$ cat config.mk
export PLATFORM = sky130hd
export DESIGN_NAME = fetch_unit
export DESIGN_NICKNAME = d
export VERILOG_FILES = /design/src/rtl/fetch_unit.sv
export SDC_FILE = /design/constraint.sdc
export NUM_CORES = 1
export LEC_CHECK = 0
export CORE_UTILIZATION = 46
export CTS_CLUSTER_SIZE = 10
export DETAILED_ROUTE_END_ITERATION = 8
export GPL_ROUTABILITY_DRIVEN = 0
export PLACE_DENSITY = 0.76
export SETUP_SLACK_MARGIN = 0.5
export SYNTH_ARGS = -nofsm -noshare
export SYNTH_HDL_FRONTEND = slang
export SYNTH_SLANG_ARGS = --single-unit
$ cat constraint.sdc
create_clock -name clk -period 3.8 [get_ports clk]
set_input_delay 0.76 -clock clk [delete_from_list [all_inputs] [get_ports clk]]
set_output_delay 0.76 -clock clk [all_outputs]
set_load 0.02 [all_outputs]
$ cat src/rtl/fetch_unit.sv
// Instruction fetch stage: owns the PC, issues 1-cycle-latency word reads and buffers them in a
// DEPTH-entry prefetch FIFO. Define FETCH_PERF_CNT_EN to add bubble/flush performance counters.
module fetch_unit #(
    parameter int unsigned             ADDR_W   = 32,
    parameter int unsigned             DATA_W   = 32,
    parameter logic [ADDR_W-1:0]       RESET_PC = '0,
    parameter int unsigned             PC_STEP  = 1,
    parameter int unsigned             DEPTH    = 2
) (
    input  logic              clk,
    input  logic              rst,
    output logic              imem_req,
    output logic [ADDR_W-1:0] imem_addr,
    input  logic [DATA_W-1:0] imem_rdata,
    input  logic              branch_valid,
    input  logic [ADDR_W-1:0] branch_target,
    input  logic              halt,
    output logic              instr_valid,
    input  logic              instr_ready,
    output logic [DATA_W-1:0] instr_data,
    output logic [ADDR_W-1:0] instr_pc
`ifdef FETCH_PERF_CNT_EN
    ,output logic [31:0]      perf_bubble_cnt
    ,output logic [31:0]      perf_flush_cnt
`endif
);

    localparam int unsigned PW = (DEPTH > 1) ? $clog2(DEPTH) : 1;
    localparam int unsigned CW = $clog2(DEPTH + 1) + 1;

    logic [ADDR_W-1:0] pc_q, pc_d;
    logic [CW-1:0]     count_q, count_d;
    logic [PW-1:0]     rd_ptr_q, rd_ptr_d;
    logic [PW-1:0]     wr_ptr_q, wr_ptr_d;
    logic              epoch_q, epoch_d;
    logic              inflight_q;
    logic              tag_epoch_q;
    logic [ADDR_W-1:0] tag_pc_q;

    logic [DATA_W-1:0] data_mem_q [DEPTH];
    logic [ADDR_W-1:0] pc_mem_q   [DEPTH];

    logic              pop;
    logic              issue;
    logic              resp_valid;
    logic              push;
    logic [CW-1:0]     occ;

    assign instr_valid = !rst && (count_q != '0);
    assign instr_data  = data_mem_q[rd_ptr_q];
    assign instr_pc    = pc_mem_q[rd_ptr_q];
    assign pop         = instr_valid && instr_ready;

    // Occupancy after this cycle's pop, counting the word already on its way back from memory.
    assign occ   = count_q + CW'(inflight_q) - CW'(pop);
    assign issue = !rst && !halt && !branch_valid && (occ < CW'(DEPTH));

    assign imem_req  = issue;
    assign imem_addr = pc_q;

    assign resp_valid = inflight_q && (tag_epoch_q == epoch_q);
    assign push       = resp_valid && !branch_valid;

    always_comb begin
        pc_d     = pc_q;
        count_d  = count_q;
        rd_ptr_d = rd_ptr_q;
        wr_ptr_d = wr_ptr_q;
        epoch_d  = epoch_q;
        if (branch_valid) begin
            pc_d     = branch_target;
            count_d  = '0;
            rd_ptr_d = '0;
            wr_ptr_d = '0;
            epoch_d  = !epoch_q;
        end else begin
            if (issue) begin
                pc_d = pc_q + ADDR_W'(PC_STEP);
            end
            if (push) begin
                wr_ptr_d = (wr_ptr_q == PW'(DEPTH - 1)) ? '0 : wr_ptr_q + PW'(1);
            end
            if (pop) begin
                rd_ptr_d = (rd_ptr_q == PW'(DEPTH - 1)) ? '0 : rd_ptr_q + PW'(1);
            end
            count_d = count_q + CW'(push) - CW'(pop);
        end
    end

    always_ff @(posedge clk or posedge rst) begin
        if (rst) begin
            pc_q        <= RESET_PC;
            count_q     <= '0;
            rd_ptr_q    <= '0;
            wr_ptr_q    <= '0;
            epoch_q     <= 1'b0;
            inflight_q  <= 1'b0;
            tag_epoch_q <= 1'b0;
            tag_pc_q    <= '0;
        end else begin
            pc_q       <= pc_d;
            count_q    <= count_d;
            rd_ptr_q   <= rd_ptr_d;
            wr_ptr_q   <= wr_ptr_d;
            epoch_q    <= epoch_d;
            inflight_q <= issue;
            if (issue) begin
                tag_epoch_q <= epoch_q;
                tag_pc_q    <= pc_q;
            end
        end
    end

    // Storage needs no reset: count_q alone decides which entries are meaningful.
    always_ff @(posedge clk) begin
        if (push) begin
            data_mem_q[wr_ptr_q] <= imem_rdata;
            pc_mem_q[wr_ptr_q]   <= tag_pc_q;
        end
    end

    assert property (@(posedge clk) disable iff (rst)
        !(push && (count_q == CW'(DEPTH)) && !pop));

`ifdef FETCH_PERF_CNT_EN
    logic [31:0] bubble_q, bubble_d;
    logic [31:0] flush_q, flush_d;
    logic        discard;

    assign discard = branch_valid && (((count_q - CW'(pop)) != '0) || resp_valid);

    always_comb begin
        bubble_d = bubble_q;
        flush_d  = flush_q;
        if (!instr_valid && instr_ready && !halt && (bubble_q != 32'hFFFF_FFFF)) begin
            bubble_d = bubble_q + 32'd1;
        end
        if (discard && (flush_q != 32'hFFFF_FFFF)) begin
            flush_d = flush_q + 32'd1;
        end
    end

    always_ff @(posedge clk or posedge rst) begin
        if (rst) begin
            bubble_q <= '0;
            flush_q  <= '0;
        end else begin
            bubble_q <= bubble_d;
            flush_q  <= flush_d;
        end
    end

    assign perf_bubble_cnt = bubble_q;
    assign perf_flush_cnt  = flush_q;
`endif

endmodule

# Word level (Yosys, flattened, before mapping)
# Memories as Yosys holds them, arrays and structs flattened.
# Cells that the tools add are included.
# word_totals
input_bits	69
mem_bits_rw	128
rom_bits	0
output_inout_bits	98
latchBits	0
regBits	72
mem_count	2
elab_cells	45
# memory_table
name	words	word_bits	read_ports	rd_clocked_by_memory_dff	write_ports	line	rtl
data_mem_q	2	32	1	0	1	40	logic [DATA_W-1:0] data_mem_q [DEPTH];
pc_mem_q	2	32	1	0	1	41	logic [ADDR_W-1:0] pc_mem_q [DEPTH];
# op_classes
eq_ne	1
mul	0
magnitude_cmp	1
muxes	11
bitwise	0
add_sub_neg	7
reduce_logical	15
div	0
n_shift	0
# ops
op	n
$mux 32	2
$add 32x1->32 const B	1
$mux 1	8
$logic_and 1x1->1	7
$add 3x1->3	2
$reduce_bool 2->1	3
$sub 3x1->3	2
$logic_not 1->1	4
$lt 3x2->1 const B	1
$mux 3	1
$reduce_bool 3->1	1
$add 1x1->1 const B	2
$eq 1x1->1	1

# Longest topological paths before layout
# Gate-level depths: netlist of run 1.
# depth
ltp_word	8
mapped_depth	12
ltp_nobuf	11

# Worst setup path after synthesis of run 1
# No wires, ideal clock.
# synth_timing
path_type	input -> register
from	input port branch_valid
to	memory data_mem_q[0][0], enable pin
required_time_ns	3.314
n_path_buf	2
setup_ns	0.486
t_arrival_ns	4.143
setup_slack_ns	-0.829
path_stages	4
cell_sequence	clkbuf_1 -> clkbuf_1 -> or2_2 -> nor2_1
# synth_via
elab_chain_cells	4
# synth_lines
item	line	rtl
start: declaration	15	input logic branch_valid,
$logic_not 1->1	62	assign push = resp_valid && !branch_valid;
$logic_and 1x1->1	62	
$mux 1	116	if (push) begin
$mux 1 (implied by the code)	117	data_mem_q[wr_ptr_q] <= imem_rdata;
end: declaration	40	
# No other way between the ends.

# Final worst setup path of run 1
# layout_timing
from	register count_q[2]
to	output port imem_req
# layout_via
elab_chain_cells	6
elab_cells_between_ends	7
cone_classes	add/sub: 2; order compare: 1; reduce/logical: 4
# layout_lines
item	line	rtl
start: declaration	32	logic [CW-1:0] count_q, count_d;
start signal: assignment	102	count_q <= count_d;
parallel branches: the longest is 3 deep, another holds $add 3x1->3	n/a	
$sub 3x1->3 *	55	assign occ = count_q + CW'(inflight_q) - CW'(pop);
$lt 3x2->1 *	56	assign issue = !rst && !halt && !branch_valid && (occ < CW'(DEPTH));
$logic_and 1x1->1 *	56	
end: declaration	12	output logic imem_req,
# Every way passes the cells marked *.

==> results of run 1 <==
stage by stage:
stage / instances / TNS (ns)
floorplan: 508 / 0
global placement: 897 / -2.865
detailed placement: 897 / -6.553
CTS: 937 / 0
global route: 940 / 0
finish: 940 / 0
area by class of cell:
class / count / area share
Timing Repair Buffer: 195 / 0.1795
Tap cell: 225 / 0.02562
Inverter: 7 / 0.002392
Clock buffer: 17 / 0.03872
Sequential cell: 200 / 0.5142
Multi-Input combinational cell: 281 / 0.2221
Clock inverter: 15 / 0.01754
path summary, 6_finish.rpt:
kind,startpoint,to,slack [ns]
worst max-delay path,count_q[2],imem_req,0.23
worst min-delay path,tag_pc_q[18],pc_mem_q[1][18],0.47
worst max register to register,count_q[2],imem_addr[30],0.32
worst min register to register,tag_pc_q[18],pc_mem_q[1][18],0.47
max in group asynchronous,rst,tag_pc_q[28],2.33
min in group asynchronous,rst,imem_addr[4],0.66
repair_timing:
action	in CTS	in global routing
gates resized for setup	29	9
setup buffers	7	3
cloned	1	0
endpoints found under the setup margin	59	70
pin swaps	9	5
cells by family after synthesis:
family / after synthesis / share of synthesized area
XOR/XNOR: 35 / 0.04000
multiplexers: 104 / 0.1448
AO/OA/AOI/OAI: 27 / 0.01830
AND/OR/NAND/NOR: 109 / 0.07132
flip-flops: 200 / 0.6995
adder cells (fa/ha/maj): 6 / 0.01116
buffers and inverters: 27 / 0.01488
sequential cells by signal, summed over array words and instances, names as in the netlist:
signal,flops
wr_ptr_q,1
imem_addr,32
epoch_q,1
tag_epoch_q,1
data_mem_q,64
inflight_q,1
count_q,3
pc_mem_q,64
tag_pc_q,32
rd_ptr_q,1
report_power, final:
part           internal [mW]  switching (mW)  total (mW)
sequential              2.70           0.239        2.94
clock                   1.05           0.815        1.87
combinational          0.790           0.635        1.43
total                   4.55            1.69        6.23
placed cells by master (no fill, tap or decap), types with 9 or more instances in the layout:
master	n
edfxtp_1	128
dfrtp_1	71
buf_4	16
xor2_1	24
mux2_2	100
nand2_1	31
xnor2_1	9
clkbuf_16	17
o21ai_1	16
nand4_1	20
clkdlybuf4s50_1	162
nor2_1	11
worst max-delay path, cell delays in order, from the launching register on:
cell and delay, ns:
dfrtp_1 0.41, nor3_4 0.23, nor2_4 0.06, and2_4 0.17, ha_4 0.20, nand2b_4 0.13
fa_1 0.48, or3b_4 0.41, nor3_4 0.15, buf_6 0.14
routing by layer:
metal / wire length (µm) / GRT usage
met1: 7200 / 0.2493
met5: 0 / 0
met2: 8765 / 0.3339
met4: 286 / 0.08552
met3: 858 / 0.04917
==> impl_results.md, run 1 <==
* Avg Vias per Cell at 5.253
* CP endpoint kind: output port
* Maximum fanout along the worst path at 2
* Clock transition at path regs at 0.07 ns
* Row count at 48
* Setup violators final at 0
* Clk root buf: clkbuf_16
* I/O Buffers at 166
* Leakage at 4.013 nW
* Async SR Flop Fraction at 0.3600
* Core area at 17240 µm²
* Final slew viol count at 0
* Number of global-route vias before repair at 5202
* Post-synth top cells: edfxtp_1, mux2_2, dfrtp_1, nand2_1, xor2_1
* Syn_area_per_cell at 15.89 µm²
* Fraction of layout cells with a size suffix above 1 at 0.2685
* Worst slew pin tran at 0.9721 ns
* Routed vias at 4938
* Setup WS pre-CTS at -0.4801 ns
* WL final at 17.11 mm
* Fin nets at 777
* Die area at 18080 µm²
* Area contributors post-synth: edfxtp_1, dfrtp_1, mux2_2, xor2_1, nand2_1
* Total Power at 6.235 mW
* Yosys cell types at 33
* TritonCTS clock tree: yes
* CP Class: reg -> out
* Clk buf depth at 2
* Residual DRC at 0
* Yosys top cell by area: edfxtp_1
* Cell Pwr Density at 567.5 nW/µm²
* Initial drt markers at 252
* Seq/Total Area, Yosys at 0.6995
* Number of synthesized flops with an enable pin at 128
* RSZ-0062 raised after global routing: yes
* Antenna Cells at 0
* Startpoint Class: flop
* Routed len/inst at 18.20 µm
* Area growth syn-to-layout at 36.14%
* Post-DP HPWL at 11.33 mm
* IO Pins at 167
* CTS H-Tree Depth at 4
* Util after Layout at 0.6374
* Mapped cell area at 8070 µm²
* CP required at 3.04 ns
* Total CTS buffers at 17
* Tightest Hold Check Type: reg -> reg
* Worst Hold Depth at 0
* Yosys top cell area share at 0.4763
* Gr usage total at 0.2001
* Placed cell areas at 10160 µm²
* Final instance area at 10990 µm²
* Max Cap Viol at 0
* Largest net degree at the start of global routing at 55
* Status: finished, final reports clean
* Register area at 5649 µm²
* Ys flop type: edfxtp_1
* Detailed Routing Iterations Pass 1 at 4
* Die X at 134.5 µm
* First-pass GRT wire length at 27.40 mm
* Net Count, Synth at 583
* # fillers at 1230
* Antenna violations before repair at 0
* Post-route ant nets at 0
* Top-count cell post-synth: edfxtp_1
* Clk_lat worst skew at 0.43 ns
* Post-Syn Instances at 508
* Max frequency at 279.8 MHz
* Hold_ws at 0.4734 ns
* Initial Util at 0.4682
* R2R depth at 14
* Clock skew at 0.01085 ns
* Die Ht at 134.5 µm
* Clk sink count at 200
* Worst slew margin at 0.3466
* Hold buffers post-CTS at 0
* Flops & latches, synth at 200
* Yosys warnings at 0
* Final hold viol count at 0
* Period utilisation layout at 0.9407
* Grt ovf at 0
* Multi-input combinational cell area at 2440 µm²
* Minimum clock period at 3.575 ns
* Worst VDD drop at 0.0003263 V
* Setup WS post-layout at 0.2254 ns
* Worst Path Arrival at 2.81 ns
No activity file was read; power rests on OpenSTA's default activity.
==> run 2: changes to the inputs <==
--- a/config.mk
+++ b/config.mk
@@ -10,6 +10,7 @@
 export DETAILED_ROUTE_END_ITERATION = 8
 export GPL_ROUTABILITY_DRIVEN = 0
 export PLACE_DENSITY = 0.76
+export REMOVE_ABC_BUFFERS = 1
 export SETUP_SLACK_MARGIN = 0.5
 export SYNTH_ARGS = -nofsm -noshare
 export SYNTH_HDL_FRONTEND = slang
==> run 2 against run 1 <==
Compared with the run above: critical path depth unchanged; clock power down 4%; routed wire length down 2.7%; via count down 2.2%; non-clock buffer count down 4; critical endpoint unchanged.
==> impl_results.md, run 2 (synthesis results as in run 1) <==
* Comb pwr share at 0.230 (about the same)
* WL final at 16.66 mm (-2.7%)
* Worst path cell trace: dlygate4sd2_1, nor2_2, and2_4, ha_4, nand2b_4, fa_1, or3b_4, nor3_4, buf_6
* CTS H-Tree Depth at 4 (unchanged)
* Avg Vias per Cell at 5.160 (-1.8%)
* Tightest Hold Check Type: reg -> reg
* Sw frac at 0.2719 (+0.001096)
* Initial drt markers at 238 (-5.6%)
* Total CTS buffers at 17 (unchanged)
* TritonCTS clock tree: yes
* Die Ht at 134.5 µm (unchanged)
* Largest registers: data_mem_q x64, pc_mem_q x64
* Largest net degree at the start of global routing at 58 (+5.5%)
* Antenna violations before repair at 0 (unchanged)
* Clk sink count at 200 (unchanged)
* Leakage at 3.941 nW (-1.8%)
* Hold buffers post-CTS at 0 (unchanged)
* First-pass GRT wire length at 26.27 mm (-4.1%)
* Period utilisation layout at 0.9531 (+0.01245)
* Clk root buf: clkbuf_16
* Clock transition at path regs at 0.07 ns (about the same)
* Fin nets at 773 (-0.51%)
* Util after Layout at 0.6310 (-0.006461)
* Core area at 17240 µm² (unchanged)
* Sequential Power Share at 0.478 (+0.006)
* CP endpoint kind: output port
* Finished Layout Cells at 936 (-0.43%)
* Clock skew at 0.009199 ns (-0.001649 ns)
* Delay-heaviest family, CP: simple AND/OR/NAND/NOR gates
* Area growth syn-to-layout at 34.76%
* Setup TNS at 0 ns (unchanged)
* Final hold viol count at 0 (unchanged)
* Worst Path Arrival at 2.86 ns (+0.05 ns)
* Clk buf depth at 2 (unchanged)
* P_int at 4.476 mW (-1.6%)
* IO Pins at 167 (unchanged)
* Final slew viol count at 0 (unchanged)
* Startpoint Class: input pin
* Clock Power Share at 0.292 (-0.008)
* Setup violators final at 0 (unchanged)
* Routed len/inst at 17.79 µm (-2.2%)
* Worst slew margin at 0.3854 (+0.03881)
* Detailed Routing Iterations Pass 1 at 4 (unchanged)
* Slowest stage delay, CP at 0.47 ns (about the same)
* Cell Pwr Density at 565.2 nW/µm² (-0.40%)
* Max frequency at 276.1 MHz (-1.3%)
* I/O Buffers at 166 (unchanged)
* Row count at 48 (unchanged)
* Worst slew pin tran at 0.9149 ns (-0.05716 ns)
* Gr usage total at 0.1945 (-0.005586)
* Clk_lat worst skew at 0.43 ns (about the same)
* Residual DRC at 0 (unchanged)
* Post-DP HPWL at 10.97 mm (-3.2%)
* WP buf/inv at 2 (+1)
* Fraction of layout cells with a size suffix above 1 at 0.2602 (-0.008335)
* Initial Util at 0.4682 (unchanged)
* CP max stage cell: fa_1
* Number of global-route vias before repair at 5071 (-2.5%)
* Max Cap Viol at 0 (unchanged)
* Die X at 134.5 µm (unchanged)
* Inst Count DP at 898 (+0.11%)
* Maximum fanout along the worst path at 2 (unchanged)
* Antenna Cells at 0 (unchanged)
* Minimum clock period at 3.622 ns (+0.04733 ns)
* Grt ovf at 0 (unchanged)
* CP Class: in -> out
* Status: finished, final reports clean
* Worst VDD drop at 0.0003263 V (about the same)
* Routed vias at 4830 (-2.2%)
* CP required at 3.04 ns (about the same)
* RSZ-0062 raised after global routing: yes
* Die area at 18080 µm² (unchanged)
* Psw at 1.671 mW (-1.0%)
* Most frequent cells in the layout: clkdlybuf4s50_1, edfxtp_1, mux2_2
* Commonest non-fill, non-tap cell in the layout: clkdlybuf4s50_1
* Post-route ant nets at 0 (unchanged)
run 2: cell types whose count changed in the layout (fill, tap and decap cells not counted), moves of 2 or more:
| cell | before | now |
|---|---|---|
| mux2_4 | 2 | 0 |
| buf_8 | 2 | 0 |
| buf_6 | 8 | 6 |
| buf_12 | 3 | 5 |
| mux2_2 | 100 | 102 |
run 2: power by group through the flow:
stage          Combinational (mW)  Clock (mW)  Sequential [mW]
2_1_floorplan               0.739           0             2.98
3_3_place_gp                 1.35           0             2.94
3_5_place_dp                 1.39           0             2.98
4_1_cts                      1.42        1.84             2.94
5_1_grt                      1.51        1.93             2.98
6_report                     1.41        1.80             2.94
run 2: worst paths after layout:
check,from,to,slack (ns),depth (start not counted)
setup / recovery,rst,imem_req,0.18,9
hold / removal,tag_pc_q[13],pc_mem_q[0][13],0.46,0
setup reg to reg,count_q[2],imem_addr[24],0.31,14
hold reg to reg,tag_pc_q[13],pc_mem_q[0][13],0.46,0
max in group asynchronous,rst,tag_pc_q[20],2.45,4
min in group asynchronous,rst,inflight_q,0.69,3
run 2: what timing repair did:
item | in CTS | in global routing
setup endpoints to repair | 65 | 102
pin swaps | 8 | 7
gates cloned | 0 | 0
resized for setup | 28 | 5
setup buffers | 4 | 2
run 2: per-stage QoR:
| stage | power, mW | setup WS, ns | hold WS [ns] | instance area, µm² |
|---|---|---|---|---|
| finish | 6.147 | 0.1781 | 0.4634 | 10880 |
| global route | 6.425 | 0.08250 | 0.4786 | 10880 |
| CTS | 6.203 | 0.1296 | 0.4687 | 10840 |
| detailed placement | 4.365 | -0.6847 | 0.4536 | 10140 |
| global placement | 4.290 | -0.6304 | 0.4453 | 10140 |
| floorplan | 3.715 | -1.169 | 0.4382 | 7976 |
run 2: worst register-to-register path, delay by kind of cell, from the launching register on:
family | cells | cell delay [ns]
simple gates | 7 | 1.44
fa+ha+maj | 2 | 0.67
buf+inv | 3 | 0.45
flops | 1 | 0.40
mux | 1 | 0.26
xor+xnor | 1 | 0.17
run 2: metal layers:
layer | track usage | part of all wire | routed length (µm) | vias to the layer above
met5 | 0 | 0 | 0 | -
met4 | 0.07491 | 0.016 | 273 | 0
met3 | 0.05068 | 0.049 | 821 | 17
met2 | 0.3368 | 0.52 | 8670 | 135
met1 | 0.2328 | 0.41 | 6889 | 2421
li1 | - | - | - | 2257
run 2: layout make-up:
class,instances,area [µm²]
clock buffer,18,429.2
clock inverter,14,162.7
fill,1273,6361
inverter,7,27.53
multi-input combinational,281,2401
sequential,200,5649
tap,225,281.5
timing repair buffer,191,1924
==> run 3: changes to the inputs <==
--- a/config.mk
+++ b/config.mk
@@ -9,7 +9,7 @@
 export CTS_CLUSTER_SIZE = 10
 export DETAILED_ROUTE_END_ITERATION = 8
 export GPL_ROUTABILITY_DRIVEN = 0
-export PLACE_DENSITY = 0.76
+export PLACE_DENSITY = 0.87
 export REMOVE_ABC_BUFFERS = 1
 export SETUP_SLACK_MARGIN = 0.5
 export SYNTH_ARGS = -nofsm -noshare
==> run 3 against run 2 <==
Compared with the run above: design area up 0.63%; via count up 3.3%; worst hold slack better by 0.0022 ns; non-clock buffer count up 6; routed wire length up 6.3%; largest power group unchanged.
==> impl_results.md, run 3 (synthesis results as in run 1) <==
* Worst slew margin at 0.3173 (-0.06805)
* TritonCTS clock tree: yes
* Die X at 134.5 µm (unchanged)
* Post-DP HPWL at 11.42 mm (+4.1%)
* Clk sink count at 200 (unchanged)
* Setup violators final at 0 (unchanged)
* Cell Pwr Density at 564.4 nW/µm² (-0.14%)
* Leakage at 3.983 nW (+1.1%)
* Final slew viol count at 0 (unchanged)
* RSZ-0062 raised after global routing: yes
* Final hold viol count at 0 (unchanged)
* CP endpoint kind: output port
* Largest registers: data_mem_q x64, pc_mem_q x64
* I/O Buffers at 166 (unchanged)
* IO Pins at 167 (unchanged)
* RR Endpoint: imem_addr[24]
* Psw at 1.667 mW (-0.23%)
* Routed len/inst at 18.80 µm (+5.6%)
* Initial Util at 0.4682 (unchanged)
* Core area at 17240 µm² (unchanged)
* Clock transition at path regs at 0.07 ns (about the same)
* Largest net degree at the start of global routing at 66 (+14%)
* Post-route ant nets at 0 (unchanged)
* Maximum fanout along the worst path at 3 (+1)
* Max frequency at 272.8 MHz (-1.2%)
* Worst setup startpoint: count_q[0]
* Fin nets at 779 (+0.78%)
* Sequential Power Share at 0.480 (+0.002)
* Period utilisation layout at 0.9646 (+0.01146)
* Clk_lat worst skew at 0.43 ns (about the same)
* Worst VDD drop at 0.0003776 V (+16%)
* Commonest non-fill, non-tap cell in the layout: clkdlybuf4s50_1
* Comb pwr share at 0.232 (+0.002)
* Clock Power Share at 0.289 (-0.003)
* Row count at 48 (unchanged)
* First-pass GRT wire length at 26.97 mm (+2.7%)
* R2R depth at 15 (+1)
* Die Ht at 134.5 µm (unchanged)
* Antenna Cells at 0 (unchanged)
* Worst Path Arrival at 2.91 ns (+0.05 ns)
* Worst slew pin tran at 1.016 ns (+0.1013 ns)
* Tightest Hold Check Type: reg -> reg
* Most frequent cells in the layout: clkdlybuf4s50_1, edfxtp_1, mux2_2
* Setup TNS at 0 ns (unchanged)
* CP endpoint: imem_req
* Antenna violations before repair at 1 (+1)
* Grt ovf at 0 (unchanged)
* Avg Vias per Cell at 5.297 (+2.7%)
* Startpoint Class: flop
* Fraction of layout cells with a size suffix above 1 at 0.2678 (+0.007586)
* Minimum clock period at 3.665 ns (+0.04356 ns)
* CP Class: reg -> out
* Status: finished, final reports clean
* Util after Layout at 0.6349 (+0.003993)
* Area growth syn-to-layout at 35.61%
* Critical R2R Launch: count_q[0]
* WL final at 17.71 mm (+6.3%)
* CTS H-Tree Depth at 4 (unchanged)
* Detailed Routing Iterations Pass 1 at 6 (+2)
* Die area at 18080 µm² (unchanged)
* P_int at 4.510 mW (+0.76%)
* CP required at 3.04 ns (about the same)
* Max Cap Viol at 0 (unchanged)
* Routed vias at 4990 (+3.3%)
* Hold Crit Start: tag_pc_q[13]
* Number of global-route vias before repair at 5222 (+3.0%)
* R2R Setup Slk at 0.16 ns (-0.15 ns)
* Clk buf depth at 2 (unchanged)
* Residual DRC at 0 (unchanged)
* Total Power at 6.177 mW (+0.49%)
* Hold_ws at 0.4656 ns (+0.002171 ns)
* Total CTS buffers at 17 (unchanged)
* Initial drt markers at 253 (+6.3%)
* Hold buffers post-CTS at 0 (unchanged)
* # fillers at 1236 (-2.9%)
* Gr usage total at 0.1976 (+0.003089)
* Clk root buf: clkbuf_16
* Sw frac at 0.2699 (-0.001947)
* Clock skew at 0.01027 ns (+0.001066 ns)
run 3: power by group through the flow:
stage                     Combinational, mW  Sequential (mW)  Clock (mW)
after floorplan                       0.739             2.98           0
after global placement                 1.29             2.98           0
after detailed placement               1.34             3.02           0
after CTS                              1.39             2.98        1.82
after global routing                   1.53             3.00        1.90
final                                  1.43             2.96        1.78
run 3: repair_timing:
item	in CTS	in global routing
buffers inserted	5	5
resized for setup	26	19
setup endpoints to repair	66	89
pin swaps	12	16
cloned	1	0
run 3: worst min-delay path by stage:
stage / end / slack (ns) / cells after the start
2_1_floorplan: pc_mem_q[0][0] / 0.44 / 0
3_3_place_gp: pc_mem_q[0][12] / 0.45 / 0
3_5_place_dp: pc_mem_q[1][13] / 0.46 / 0
4_1_cts: pc_mem_q[1][13] / 0.47 / 0
5_1_grt: pc_mem_q[1][13] / 0.47 / 0
6_report: pc_mem_q[1][13] / 0.47 / 0
run 3: worst max-delay path, cell delays in order (launching register included):
cell,delay [ns]
dfrtp_2,0.43
nor3_4,0.21
nor2_2,0.06
and2_4,0.17
ha_4,0.20
nand2b_4,0.14
fa_1,0.51
or3b_4,0.40
nor3_4,0.20
buf_6,0.16
run 3: per-stage QoR:
stage          area (µm²)  cells  worst slack (ns)
2_1_floorplan        7976    488            -1.169
3_3_place_gp        10100    899           -0.6187
3_5_place_dp        10100    899           -0.6883
4_1_cts             10840    937           0.09087
5_1_grt             10940    942           0.01175
6_report            10940    942            0.1345
run 3: final cells by class:
| cell class | instances | area [µm²] | share of cell area |
|---|---|---|---|
| well taps | 225 | 281.5 | 0.02572 |
| multi-input cells | 281 | 2444 | 0.2233 |
| inverters | 7 | 27.53 | 0.002515 |
| clock inverters | 9 | 115.1 | 0.01052 |
| flip-flops and latches | 200 | 5650 | 0.5163 |
| clock buffers | 23 | 467.9 | 0.04276 |
| repair buffers | 197 | 1958 | 0.1789 |
run 3: layer usage:
| layer | share of wire | global-route usage | vias up | wire, µm |
|---|---|---|---|---|
| met3 | 0.050 | 0.04505 | 33 | 881 |
| met4 | 0.017 | 0.07678 | 2 | 308 |
| li1 | - | - | 2270 | - |
| met2 | 0.52 | 0.3463 | 173 | 9173 |
| met1 | 0.41 | 0.2371 | 2512 | 7331 |
| met5 | 0.00068 | 0 | - | 12 |
